File: src/rtl/vga_draw_pkg.sv
// ============================================================================
// Module : vga_draw_pkg
// Brief  : Source codes, state encoding and helpers shared by the draw scheduler.
// Rev    : 1.0
// ============================================================================
`default_nettype none

package vga_draw_pkg;

    localparam int NUM_SRC = 5;

    localparam logic [2:0] SRC_BG       = 3'd0;
    localparam logic [2:0] SRC_PACMAN   = 3'd1;
    localparam logic [2:0] SRC_WIN      = 3'd2;
    localparam logic [2:0] SRC_GAMEOVER = 3'd3;
    localparam logic [2:0] SRC_EXIT     = 3'd4;

    typedef enum logic [1:0] {
        ST_IDLE    = 2'd0,
        ST_SETTLE  = 2'd1,
        ST_DRAW    = 2'd2,
        ST_RELEASE = 2'd3
    } draw_state_t;

    function automatic logic [NUM_SRC-1:0] src_onehot(input logic [2:0] idx);
        src_onehot = NUM_SRC'(1) << idx;
    endfunction

endpackage

`default_nettype wire

File: src/rtl/vga_draw_scheduler_if.sv
// ============================================================================
// Module : vga_draw_scheduler_if
// Brief  : Request/grant bundle between the screen drawers and the scheduler.
// Rev    : 1.0
// ============================================================================
`default_nettype none

interface vga_draw_scheduler_if;
    import vga_draw_pkg::*;

    logic [NUM_SRC-1:0] req;
    logic [NUM_SRC-1:0] done;
    logic [NUM_SRC-1:0] grant;
    logic [2:0]         mux_select;
    logic               plot;
    logic               busy;
    logic               draw_timeout;

    modport master (
        output req, done,
        input  grant, mux_select, plot, busy, draw_timeout
    );

    modport slave (
        input  req, done,
        output grant, mux_select, plot, busy, draw_timeout
    );

endinterface

`default_nettype wire

File: src/rtl/vga_draw_scheduler_picker.sv
// ============================================================================
// Module : draw_src_picker
// Brief  : Fixed priority for exit/gameover/win, round-robin between bg and pacman.
// Rev    : 1.0
// ============================================================================
`default_nettype none

module draw_src_picker
    import vga_draw_pkg::*;
(
    input  wire logic [NUM_SRC-1:0] i_req,
    input  wire logic               i_rr_ptr,
    output logic                    o_valid,
    output logic [2:0]              o_idx
);

    always_comb begin
        o_valid = |i_req;
        o_idx   = SRC_BG;
        if (i_req[SRC_EXIT]) begin
            o_idx = SRC_EXIT;
        end else if (i_req[SRC_GAMEOVER]) begin
            o_idx = SRC_GAMEOVER;
        end else if (i_req[SRC_WIN]) begin
            o_idx = SRC_WIN;
        end else if (i_req[SRC_BG] && i_req[SRC_PACMAN]) begin
            // Pointer only matters when both background-class drawers compete
            o_idx = i_rr_ptr ? SRC_PACMAN : SRC_BG;
        end else if (i_req[SRC_PACMAN]) begin
            o_idx = SRC_PACMAN;
        end
    end

endmodule

`default_nettype wire

File: src/rtl/vga_draw_scheduler.sv
// ============================================================================
// Module : vga_draw_scheduler
// Brief  : Grants the VGA plot path to one drawer at a time; optional watchdog
//          compiled in with DRAW_WATCHDOG_EN.
// Rev    : 1.0
// ============================================================================
`default_nettype none

module vga_draw_scheduler
    import vga_draw_pkg::*;
#(
    parameter int MAX_DRAW_CYCLES = 19200
) (
    input  wire logic           clock,
    input  wire logic           resetn,
    vga_draw_scheduler_if.slave bus
);

    draw_state_t        r_state;
    draw_state_t        w_state_nxt;
    logic [NUM_SRC-1:0] r_grant;
    logic [2:0]         r_mux;
    logic               r_plot;
    logic               r_busy;
    logic               r_timeout;
    logic               r_rr_ptr;
    logic               w_timeout_nxt;
    logic               w_pick_valid;
    logic [2:0]         w_pick_idx;
    logic               w_owner_done;
    logic               w_wd_expire;

    draw_src_picker u_picker (
        .i_req    (bus.req),
        .i_rr_ptr (r_rr_ptr),
        .o_valid  (w_pick_valid),
        .o_idx    (w_pick_idx)
    );

    assign w_owner_done = bus.done[r_mux];

`ifdef DRAW_WATCHDOG_EN
    localparam int CNT_W = $clog2(MAX_DRAW_CYCLES + 1);

    logic [CNT_W-1:0] r_wd_cnt;

    // Counter holds DRAW cycles already completed, so it hits LIMIT-1 on the last allowed one
    always_ff @(posedge clock or negedge resetn) begin
        if (!resetn) begin
            r_wd_cnt <= '0;
        end else if (r_state == ST_DRAW) begin
            r_wd_cnt <= r_wd_cnt + CNT_W'(1);
        end else begin
            r_wd_cnt <= '0;
        end
    end

    assign w_wd_expire = (r_state == ST_DRAW) && (r_wd_cnt == CNT_W'(MAX_DRAW_CYCLES - 1));
`else
    logic w_unused_cfg;
    assign w_unused_cfg = (MAX_DRAW_CYCLES > 0);
    assign w_wd_expire  = 1'b0;
`endif

    always_comb begin
        w_state_nxt   = r_state;
        w_timeout_nxt = 1'b0;
        case (r_state)
            ST_IDLE: begin
                if (w_pick_valid) w_state_nxt = ST_SETTLE;
            end
            ST_SETTLE: begin
                w_state_nxt = ST_DRAW;
            end
            ST_DRAW: begin
                if (w_owner_done) begin
                    w_state_nxt = ST_RELEASE;
                end else if (w_wd_expire) begin
                    w_state_nxt   = ST_RELEASE;
                    w_timeout_nxt = 1'b1;
                end
            end
            default: begin
                w_state_nxt = ST_IDLE;
            end
        endcase
    end

    always_ff @(posedge clock or negedge resetn) begin
        if (!resetn) begin
            r_state <= ST_IDLE;
        end else begin
            r_state <= w_state_nxt;
        end
    end

    // Outputs are registered from the next state so they line up with the state register
    always_ff @(posedge clock or negedge resetn) begin
        if (!resetn) begin
            r_grant   <= '0;
            r_mux     <= SRC_BG;
            r_plot    <= 1'b0;
            r_busy    <= 1'b0;
            r_timeout <= 1'b0;
            r_rr_ptr  <= 1'b0;
        end else begin
            r_plot    <= (w_state_nxt == ST_DRAW);
            r_busy    <= (w_state_nxt != ST_IDLE);
            r_timeout <= w_timeout_nxt;
            if (r_state == ST_IDLE && w_pick_valid) begin
                r_grant <= src_onehot(w_pick_idx);
                r_mux   <= w_pick_idx;
                if (w_pick_idx == SRC_BG) begin
                    r_rr_ptr <= 1'b1;
                end else if (w_pick_idx == SRC_PACMAN) begin
                    r_rr_ptr <= 1'b0;
                end
            end else if (w_state_nxt == ST_RELEASE) begin
                r_grant <= '0;
            end
        end
    end

    assign bus.grant        = r_grant;
    assign bus.mux_select   = r_mux;
    assign bus.plot         = r_plot;
    assign bus.busy         = r_busy;
    assign bus.draw_timeout = r_timeout;

endmodule

`default_nettype wire

File: src/flat_wrapper.sv
// flat-port wrapper written by rule: the top's interface ports become plain ports
module vga_draw_scheduler_flat import vga_draw_pkg::*;
#(
    parameter int MAX_DRAW_CYCLES = 19200
)
  (clock, resetn, bus_req, bus_done, bus_grant, bus_mux_select, bus_plot, bus_busy, bus_draw_timeout);
  vga_draw_scheduler_if bus_i ();
  input  wire logic clock;
  input  wire logic resetn;
  input wire logic [$bits(bus_i.req)-1:0] bus_req;
  input wire logic [$bits(bus_i.done)-1:0] bus_done;
  output wire logic [$bits(bus_i.grant)-1:0] bus_grant;
  output wire logic [$bits(bus_i.mux_select)-1:0] bus_mux_select;
  output wire logic [$bits(bus_i.plot)-1:0] bus_plot;
  output wire logic [$bits(bus_i.busy)-1:0] bus_busy;
  output wire logic [$bits(bus_i.draw_timeout)-1:0] bus_draw_timeout;
  assign bus_i.req = bus_req;
  assign bus_i.done = bus_done;
  assign bus_grant = bus_i.grant;
  assign bus_mux_select = bus_i.mux_select;
  assign bus_plot = bus_i.plot;
  assign bus_busy = bus_i.busy;
  assign bus_draw_timeout = bus_i.draw_timeout;
  vga_draw_scheduler #(.MAX_DRAW_CYCLES(MAX_DRAW_CYCLES)) u_core (.clock(clock), .resetn(resetn), .bus(bus_i));
endmodule
File: config.mk
export PLATFORM = sky130hd
export DESIGN_NAME = vga_draw_scheduler_flat
export DESIGN_NICKNAME = d
export VERILOG_FILES = /design/src/rtl/vga_draw_pkg.sv /design/src/rtl/vga_draw_scheduler_if.sv /design/src/rtl/vga_draw_scheduler_picker.sv /design/src/rtl/vga_draw_scheduler.sv /design/src/flat_wrapper.sv
export SDC_FILE = /design/constraint.sdc
export NUM_CORES = 1
export LEC_CHECK = 0
export ABC_CLOCK_PERIOD_IN_PS = 1900
export CAP_MARGIN = 30
export CORE_UTILIZATION = 43
export CTS_CLUSTER_DIAMETER = 30
export DETAILED_ROUTE_END_ITERATION = 8
export PLACE_DENSITY = 0.87
export SLEW_MARGIN = 20
export SYNTH_ARGS = -nofsm -noshare
export SYNTH_HDL_FRONTEND = slang
export SYNTH_HIERARCHICAL = 1
export SYNTH_SLANG_ARGS = --single-unit
File: constraint.sdc
create_clock -name clock -period 1.9 [get_ports clock]
set_input_delay 0.475 -clock clock [delete_from_list [all_inputs] [get_ports clock]]
set_output_delay 0.475 -clock clock [all_outputs]
set_load 0.02 [all_outputs]
==> out/qor.csv, run 1 <==
stage;metric;value;unit
timing;setup-violations-final;0;
logic_synthesis;yosysWarnings;6;
route;ant_nets;0;
global_routing;grt_pass1_wl;2530;um
pwr;p_int;0.000920;W
timing;drv_slew;0;
clock_tree;clkSlewWorstSetupHoldPaths;0.08;ns
floorplanning;core_area;0.00151;mm2
worst_setup_path;cp_max_fo;5;
worst_setup_path;criticalPathCategory;reg2out;
final_layout;final_util;63.1;%
floorplanning;die_x;42.1;um
final_layout;area_delta_synth_final;37.7;%
logic_synthesis;synth_cells;72;
worst_setup_path;critPathArrivalTime;1.35;ns
timing;final.min_clock_period;1.82;ns
floorplanning;rows;14;
logic_synthesis;syn_avg_cell_area;9.59;um2
global_routing;antenna_found_initial;0;
logic_synthesis;async_flop_share;100;%
worst_setup_path;start_kind;register;
worst_setup_path;path_buf_inv;1;
worst_setup_path;path_cells;clkdlybuf4s50_1;
clock_tree;cts_hold_buf;0;
clock_tree;cts.htree.levels;1;
route;first_pass_iters;4;
floorplanning;pin_count;23;
timing;slew_headroom;60.3;%
final_layout;nets;113;
logic_synthesis;ys.flop_type;dfrtp_1;
pwr;p_sw_share;40.6;%
route;wl_per_cell;14.0;um
clock_tree;cts_setup_buffers;0;
floorplanning;dieArea;0.00177;mm2
timing;fmax;549;MHz
logic_synthesis;ys_seq_area_share;47.1;%
global_routing;first_global_vias;585;
placement;gp_congestion;0.833;
pwr;p_leak;0.412;nW
global_routing;grt_use_total;19.6;%
worst_setup_path;slowest_delay;0.63;ns
logic_synthesis;ys_seq_elements;13;
pwr;irDropWorstVdd;1.06;mV
worst_setup_path;r2r_start;u_core/r_state[0]$_DFF_PN0_;
timing;worst_pin_slew;0.594;ns
min_path;min-delay-start;u_core/bus.grant[3]$_DFFE_PN0P_;
pwr;p_switching;0.000628;W
worst_setup_path;cp_top_family;buffers and inverters;
timing;finClkSkew;0.00195;ns
placement;hpwl;1130;um
job;drv_cap;0;
logic_synthesis;synth_top_area_share;47.1;%
run_status;status;finished, final reports clean;
logic_synthesis;synth_nets;87;
timing;hold_violations;0;
pwr;power_frac_clock;11.2;%
route;wl;1580;um
timing;grt_setup_unrepaired;no;
route;via_per_inst;5.29;
worst_setup_path;worst_setup_path_end_kind;primary output;
worst_setup_path;required;1.42;ns
clock_tree;cts_tree;built;
route;drc;0;
clock_tree;cts_root_buf;clkbuf_4;
clock_tree;cts_made_buffers;3;
clock_tree;clock_sinks;13;
placement;io_buffers;21;
logic_synthesis;ys_top_cells_by_area;dfrtp_1 (47%), nand2_1 (6.5%), ha_1 (5.4%);
pwr;power.share.sequential;32.3;%
timing;fin_crit_sh;95.9;%
final_layout;final_layout_size_suffix_gt1_share;11.3;%
final_layout;fillers;119;
final_layout;final_cell_area;951;um2
final_layout;antennaDiodeCount;0;
timing;whs;0.545;ns
global_routing;grt_max_degree;14;
logic_synthesis;yosysTopAreaCell;dfrtp_1;
pwr;comb_power_share;56.5;%
worst_setup_path;worstSetupStartpoint;u_core/bus.mux_select[0]$_DFFE_PN0P_;
global_routing;grt_overflow_total;0;
clock_tree;clock_path_buffers;2;
route;drtIter0Drc;20;
route;vias;598;
min_path;hp-class;reg2reg;
pwr;pwr_density_cell;1630;mW/mm2
logic_synthesis;synth_edf_count;0;
placement;dpl_cell_area;921;um2
floorplanning;die_y;42.1;um
logic_synthesis;syn_area;691;um2
worst_setup_path;crit_slowest_cell;clkdlybuf4s50_1;
floorplanning;start_util;45.8;%
logic_synthesis;synthDistinctLibCells;25;
clock_tree;clock_latency;0.28;ns
-- layout make-up --
cell class | instances | area (um2) | area share (%)
Multi-Input combinational cell | 53 | 339 | 35.7
Sequential cell | 13 | 325 | 34.2
Timing Repair Buffer | 23 | 225 | 23.7
Clock buffer | 4 | 26.3 | 2.76
Tap cell | 16 | 20.0 | 2.11
Inverter | 4 | 15.0 | 1.58
-- state kept, by name, summed over array words and instances (netlist names) --
signal / flops
u_core/bus.busy: 1
u_core/bus.grant: 5
u_core/bus.mux_select: 3
u_core/bus.plot: 1
u_core/r_rr_ptr: 1
u_core/r_state: 2
-- power groups by stage --
stage / clock, W / combinational, W / sequential, W
after global routing: 0.000193 / 0.000951 / 0.000517
after global placement: 0 / 0.000825 / 0.000493
after detailed placement: 0 / 0.000851 / 0.000504
after floorplan: 0 / 0.000427 / 0.000598
final: 0.000173 / 0.000874 / 0.000501
after CTS: 0.000180 / 0.000859 / 0.000499
-- final timing paths --
| check | endpoint | slack, ns | depth (start not counted) |
|---|---|---|---|
| setup / recovery | bus_mux_select[0] | 0.08 | 1 |
| hold / removal | u_core/bus.grant[3]$_DFFE_PN0P_ | 0.55 | 2 |
| setup reg to reg | u_core/bus.grant[4]$_DFFE_PN0P_ | 0.08 | 6 |
| hold reg to reg | u_core/bus.grant[3]$_DFFE_PN0P_ | 0.55 | 2 |
| max in group asynchronous | u_core/bus.grant[3]$_DFFE_PN0P_ | 0.95 | 1 |
| min in group asynchronous | u_core/bus.mux_select[0]$_DFFE_PN0P_ | 0.57 | 1 |
-- synth_stat cells (all sizes together), types with 3 or more instances --
| library cell | n |
|---|---|
| o21ai | 6 |
| dfrtp | 13 |
| o22ai | 3 |
| nand2 | 12 |
| nor2 | 6 |
| mux2 | 3 |
| ha | 3 |
| inv | 4 |
| nand2b | 3 |
-- cells by family (layout without fill, tap and decap cells) --
logic type      count (synthesis)  count (layout)  synth area share, %
other cells                     1               1                0.543
compound gates                 15              15                 13.2
mux                             5               5                 7.79
buf+inv                         6              31                 4.35
fa+ha+maj                       3               3                 5.44
flops                          13              13                 47.1
simple gates                   29              29                 21.6
-- stage by stage --
stage | std cells | power [W] | setup TNS, ns | setup slack [ns]
2_1_floorplan | 72 | 0.00103 | 0 | 0.287
3_3_place_gp | 109 | 0.00132 | -0.00191 | -0.00191
3_5_place_dp | 109 | 0.00135 | -0.141 | -0.0455
4_1_cts | 113 | 0.00154 | 0 | 0.0597
5_1_grt | 113 | 0.00166 | 0 | 0.00684
6_report | 113 | 0.00155 | 0 | 0.0781
-- routing by layer --
metal / part of all wire (%) / GRT usage, %
met5: 0 / 0
met1: 44 / 25.7
met2: 47 / 30.0
met3: 8.5 / 4.31
met4: 0.89 / 11.3
-- layout by cell type (no fill, tap or decap), drive strengths merged --
master,count
o32a,1
conb,1
o21bai,1
o22ai,3
clkdlybuf4s50,21
and3,1
clkbuf,4
nand3,1
nor2,6
inv,4
or3b,1
nand2b,3
o21a,1
mux2i,2
and3b,1
a21oi,1
nand2,12
dfrtp,13
and2,1
nor3,2
a31oi,2
o21ai,6
and4bb,1
mux2,3
buf,2
ha,3
-- repair_timing --
action                                  in CTS  in global routing
endpoints found under the hold margin        0                  0
resized for setup                            0                  1
endpoints found under the setup margin       0                  3
Power figures use the tool's default switching activity.
==> inputs of run 2 (changes only) <==
--- a/config.mk
+++ b/config.mk
@@ -5,9 +5,11 @@
 export SDC_FILE = /design/constraint.sdc
 export NUM_CORES = 1
 export LEC_CHECK = 0
-export ABC_CLOCK_PERIOD_IN_PS = 1900
-export CAP_MARGIN = 30
-export CORE_UTILIZATION = 43
+export ABC_CLOCK_PERIOD_IN_PS = 1980
+export CELL_PAD_IN_SITES_DETAIL_PLACEMENT = 0
+export CELL_PAD_IN_SITES_GLOBAL_PLACEMENT = 1
+export CORE_ASPECT_RATIO = 1.5
+export CORE_UTILIZATION = 32
 export CTS_CLUSTER_DIAMETER = 30
 export DETAILED_ROUTE_END_ITERATION = 8
 export PLACE_DENSITY = 0.87
==> constraint.sdc (replaced) <==
create_clock -name clock -period 1.98 [get_ports clock]
set_input_delay 0.495 -clock clock [delete_from_list [all_inputs] [get_ports clock]]
set_output_delay 0.495 -clock clock [all_outputs]
set_load 0.02 [all_outputs]
==> out/qor.csv, run 2 (same netlist as run 1, synthesis figures left out) <==
stage;metric;value;unit;change
pwr;p_leak;0.417;nW;+1.2%
timing;hold_violations;0;;unchanged
worst_setup_path;worstSetupStartpoint;u_core/bus.mux_select[0]$_DFFE_PN0P_;;
final_layout;nets;114;;+0.88%
final_layout;fillers;192;;+61%
clock_tree;postCtsResizedCells;0;;unchanged
final_layout;final_layout_size_suffix_gt1_share;11.2;%;-0.12 points
worst_setup_path;criticalPathCategory;reg2out;;
min_path;min-delay-start;u_core/bus.grant[1]$_DFFE_PN0P_;;
floorplanning;die_y;58.9;um;+40%
final_layout;antennaDiodeCount;0;;unchanged
job;drv_cap;0;;unchanged
timing;setup-violations-final;0;;unchanged
route;vias;576;;-3.7%
floorplanning;die_x;39.9;um;-5.1%
worst_setup_path;start_kind;register;;
route;first_pass_iters;4;;unchanged
route;ant_nets;0;;unchanged
pwr;irDropWorstVdd;0.704;mV;-34%
clock_tree;cts_made_buffers;3;;unchanged
worst_setup_path;worst_setup_path_end_kind;primary output;;
worst_setup_path;cp_max_fo;5;;unchanged
timing;setup_ws;0.145;ns;+0.0666 ns
final_layout;fin_cells;120;;+6.2%
worst_setup_path;r2r_start;u_core/r_state[0]$_DFF_PN0_;;
placement;io_buffers;21;;unchanged
clock_tree;cts_setup_buffers;0;;unchanged
final_layout;area_delta_synth_final;39.3;%;
placement;dp.cells;116;;+6.4%
worst_setup_path;path_cells;clkdlybuf4s50_1;;
clock_tree;clkSlewWorstSetupHoldPaths;0.08;ns;about the same
route;drc;0;;unchanged
global_routing;grt_pass1_wl;2290;um;-9.6%
floorplanning;start_util;34.1;%;-12 points
timing;finClkSkew;0.00313;ns;+0.00117 ns
floorplanning;pin_count;23;;unchanged
timing;slew_headroom;62.4;%;+2.1 points
worst_setup_path;required;1.48;ns;+0.06 ns
final_layout;final_common_cell;clkdlybuf4s50_1;;
placement;gp_congestion;0.797;;-4.3%
clock_tree;clock_latency;0.28;ns;about the same
timing;fmax;545;MHz;
floorplanning;rows;20;;+6
worst_setup_path;cp_top_family;buffers and inverters;;
clock_tree;cts_root_buf;clkbuf_4;;
placement;dp_slack;0.0220;ns;+0.0675 ns
clock_tree;cts_tree;built;;
worst_setup_path;critPathArrivalTime;1.34;ns;about the same
final_layout;final_cell_mix;clkdlybuf4s50_1 (21), dfrtp_1 (13), nand2_1 (12);;
final_layout;final_util;47.5;%;-16 points
floorplanning;dieArea;0.00235;mm2;+33%
clock_tree;cts_hold_buf;0;;unchanged
run_status;status;finished, final reports clean;;
clock_tree;cts.htree.levels;1;;unchanged
clock_tree;clock_sinks;13;;unchanged
global_routing;grt_use_total;14.5;%;-5.1 points
global_routing;grt_max_degree;14;;unchanged
min_path;hp-class;reg2reg;;
floorplanning;core_area;0.00203;mm2;+35%
final_layout;largest_reg_flops;5;;unchanged
timing;grt_setup_unrepaired;no;;
global_routing;antenna_found_initial;0;;unchanged
route;via_per_inst;4.80;;-9.3%
timing;fin_crit_sh;92.7;%;
route;wl;1440;um;-8.7%
timing;drv_slew;0;;unchanged
worst_setup_path;slowest_delay;0.63;ns;about the same
timing;final.min_clock_period;1.84;ns;
worst_setup_path;path_buf_inv;1;;unchanged
timing;fin_setup_tns;0;ns;unchanged
route;drtIter0Drc;7;;-65%
placement;hpwl;1130;um;-0.33%
global_routing;grt_overflow_total;0;;unchanged
global_routing;first_global_vias;564;;-3.6%
timing;worst_pin_slew;0.562;ns;-0.0311 ns
pwr;pwr_density_cell;1510;mW/mm2;-7.5%
pwr;total_power;0.00145;W;-6.4%
route;wl_per_cell;12.0;um;-14%
worst_setup_path;crit_slowest_cell;clkdlybuf4s50_1;;
clock_tree;clock_path_buffers;2;;unchanged
==> run 2: metal layers <==
metal | share of wire [%] | vias up | routed length [um] | track usage (%)
met1 | 41 | 259 | 591 | 17.3
met4 | 3.2 | 0 | 46 | 11.8
li1 | - | 297 | - | -
met2 | 50 | 15 | 723 | 21.9
met5 | 0 | - | 0 | 0
met3 | 5.7 | 5 | 82 | 2.26
==> run 2: final cells by class <==
class / count / area, um2 / area share, %
clock buffer: 4 / 26.3 / 2.73
tap: 22 / 27.5 / 2.86
multi-input combinational: 53 / 335 / 34.9
sequential: 13 / 325 / 33.8
inverter: 4 / 15.0 / 1.56
timing repair buffer: 24 / 233 / 24.2
==> run 2: final timing paths <==
check                                                       end  slack (ns)  cells after the start
max                                           bus_mux_select[0]        0.14                      1
min reg2reg                     u_core/bus.grant[1]$_DFFE_PN0P_        0.53                      2
min                             u_core/bus.grant[1]$_DFFE_PN0P_        0.53                      2
max in group asynchronous       u_core/bus.grant[2]$_DFFE_PN0P_        1.03                      1
max reg2reg                     u_core/bus.grant[2]$_DFFE_PN0P_        0.16                      6
min in group asynchronous  u_core/bus.mux_select[1]$_DFFE_PN0P_        0.58                      1
==> run 2: worst reg2reg max path, delay by kind of cell, from the launching register on <==
family / cells / cell delay, ns
flip-flops: 1 / 0.42
AND/OR/NAND/NOR: 1 / 0.36
buffers and inverters: 1 / 0.09
AO/OA/AOI/OAI: 3 / 0.60
adder cells (fa/ha/maj): 1 / 0.22
==> run 2: where the power goes <==
group | switching (W) | total [W] | internal, W
clock network | 0.0000851 | 0.000163 | 0.0000782
registers | 0.0000834 | 0.000471 | 0.000388
logic | 0.000399 | 0.000814 | 0.000415
total | 0.000567 | 0.00145 | 0.000881
==> run 2: per-stage QoR <==
step,hold WS [ns],cell area [um2]
2_1_floorplan,0.199,691
3_3_place_gp,0.512,936
3_5_place_dp,0.514,936
4_1_cts,0.532,962
5_1_grt,0.560,962
6_report,0.528,962
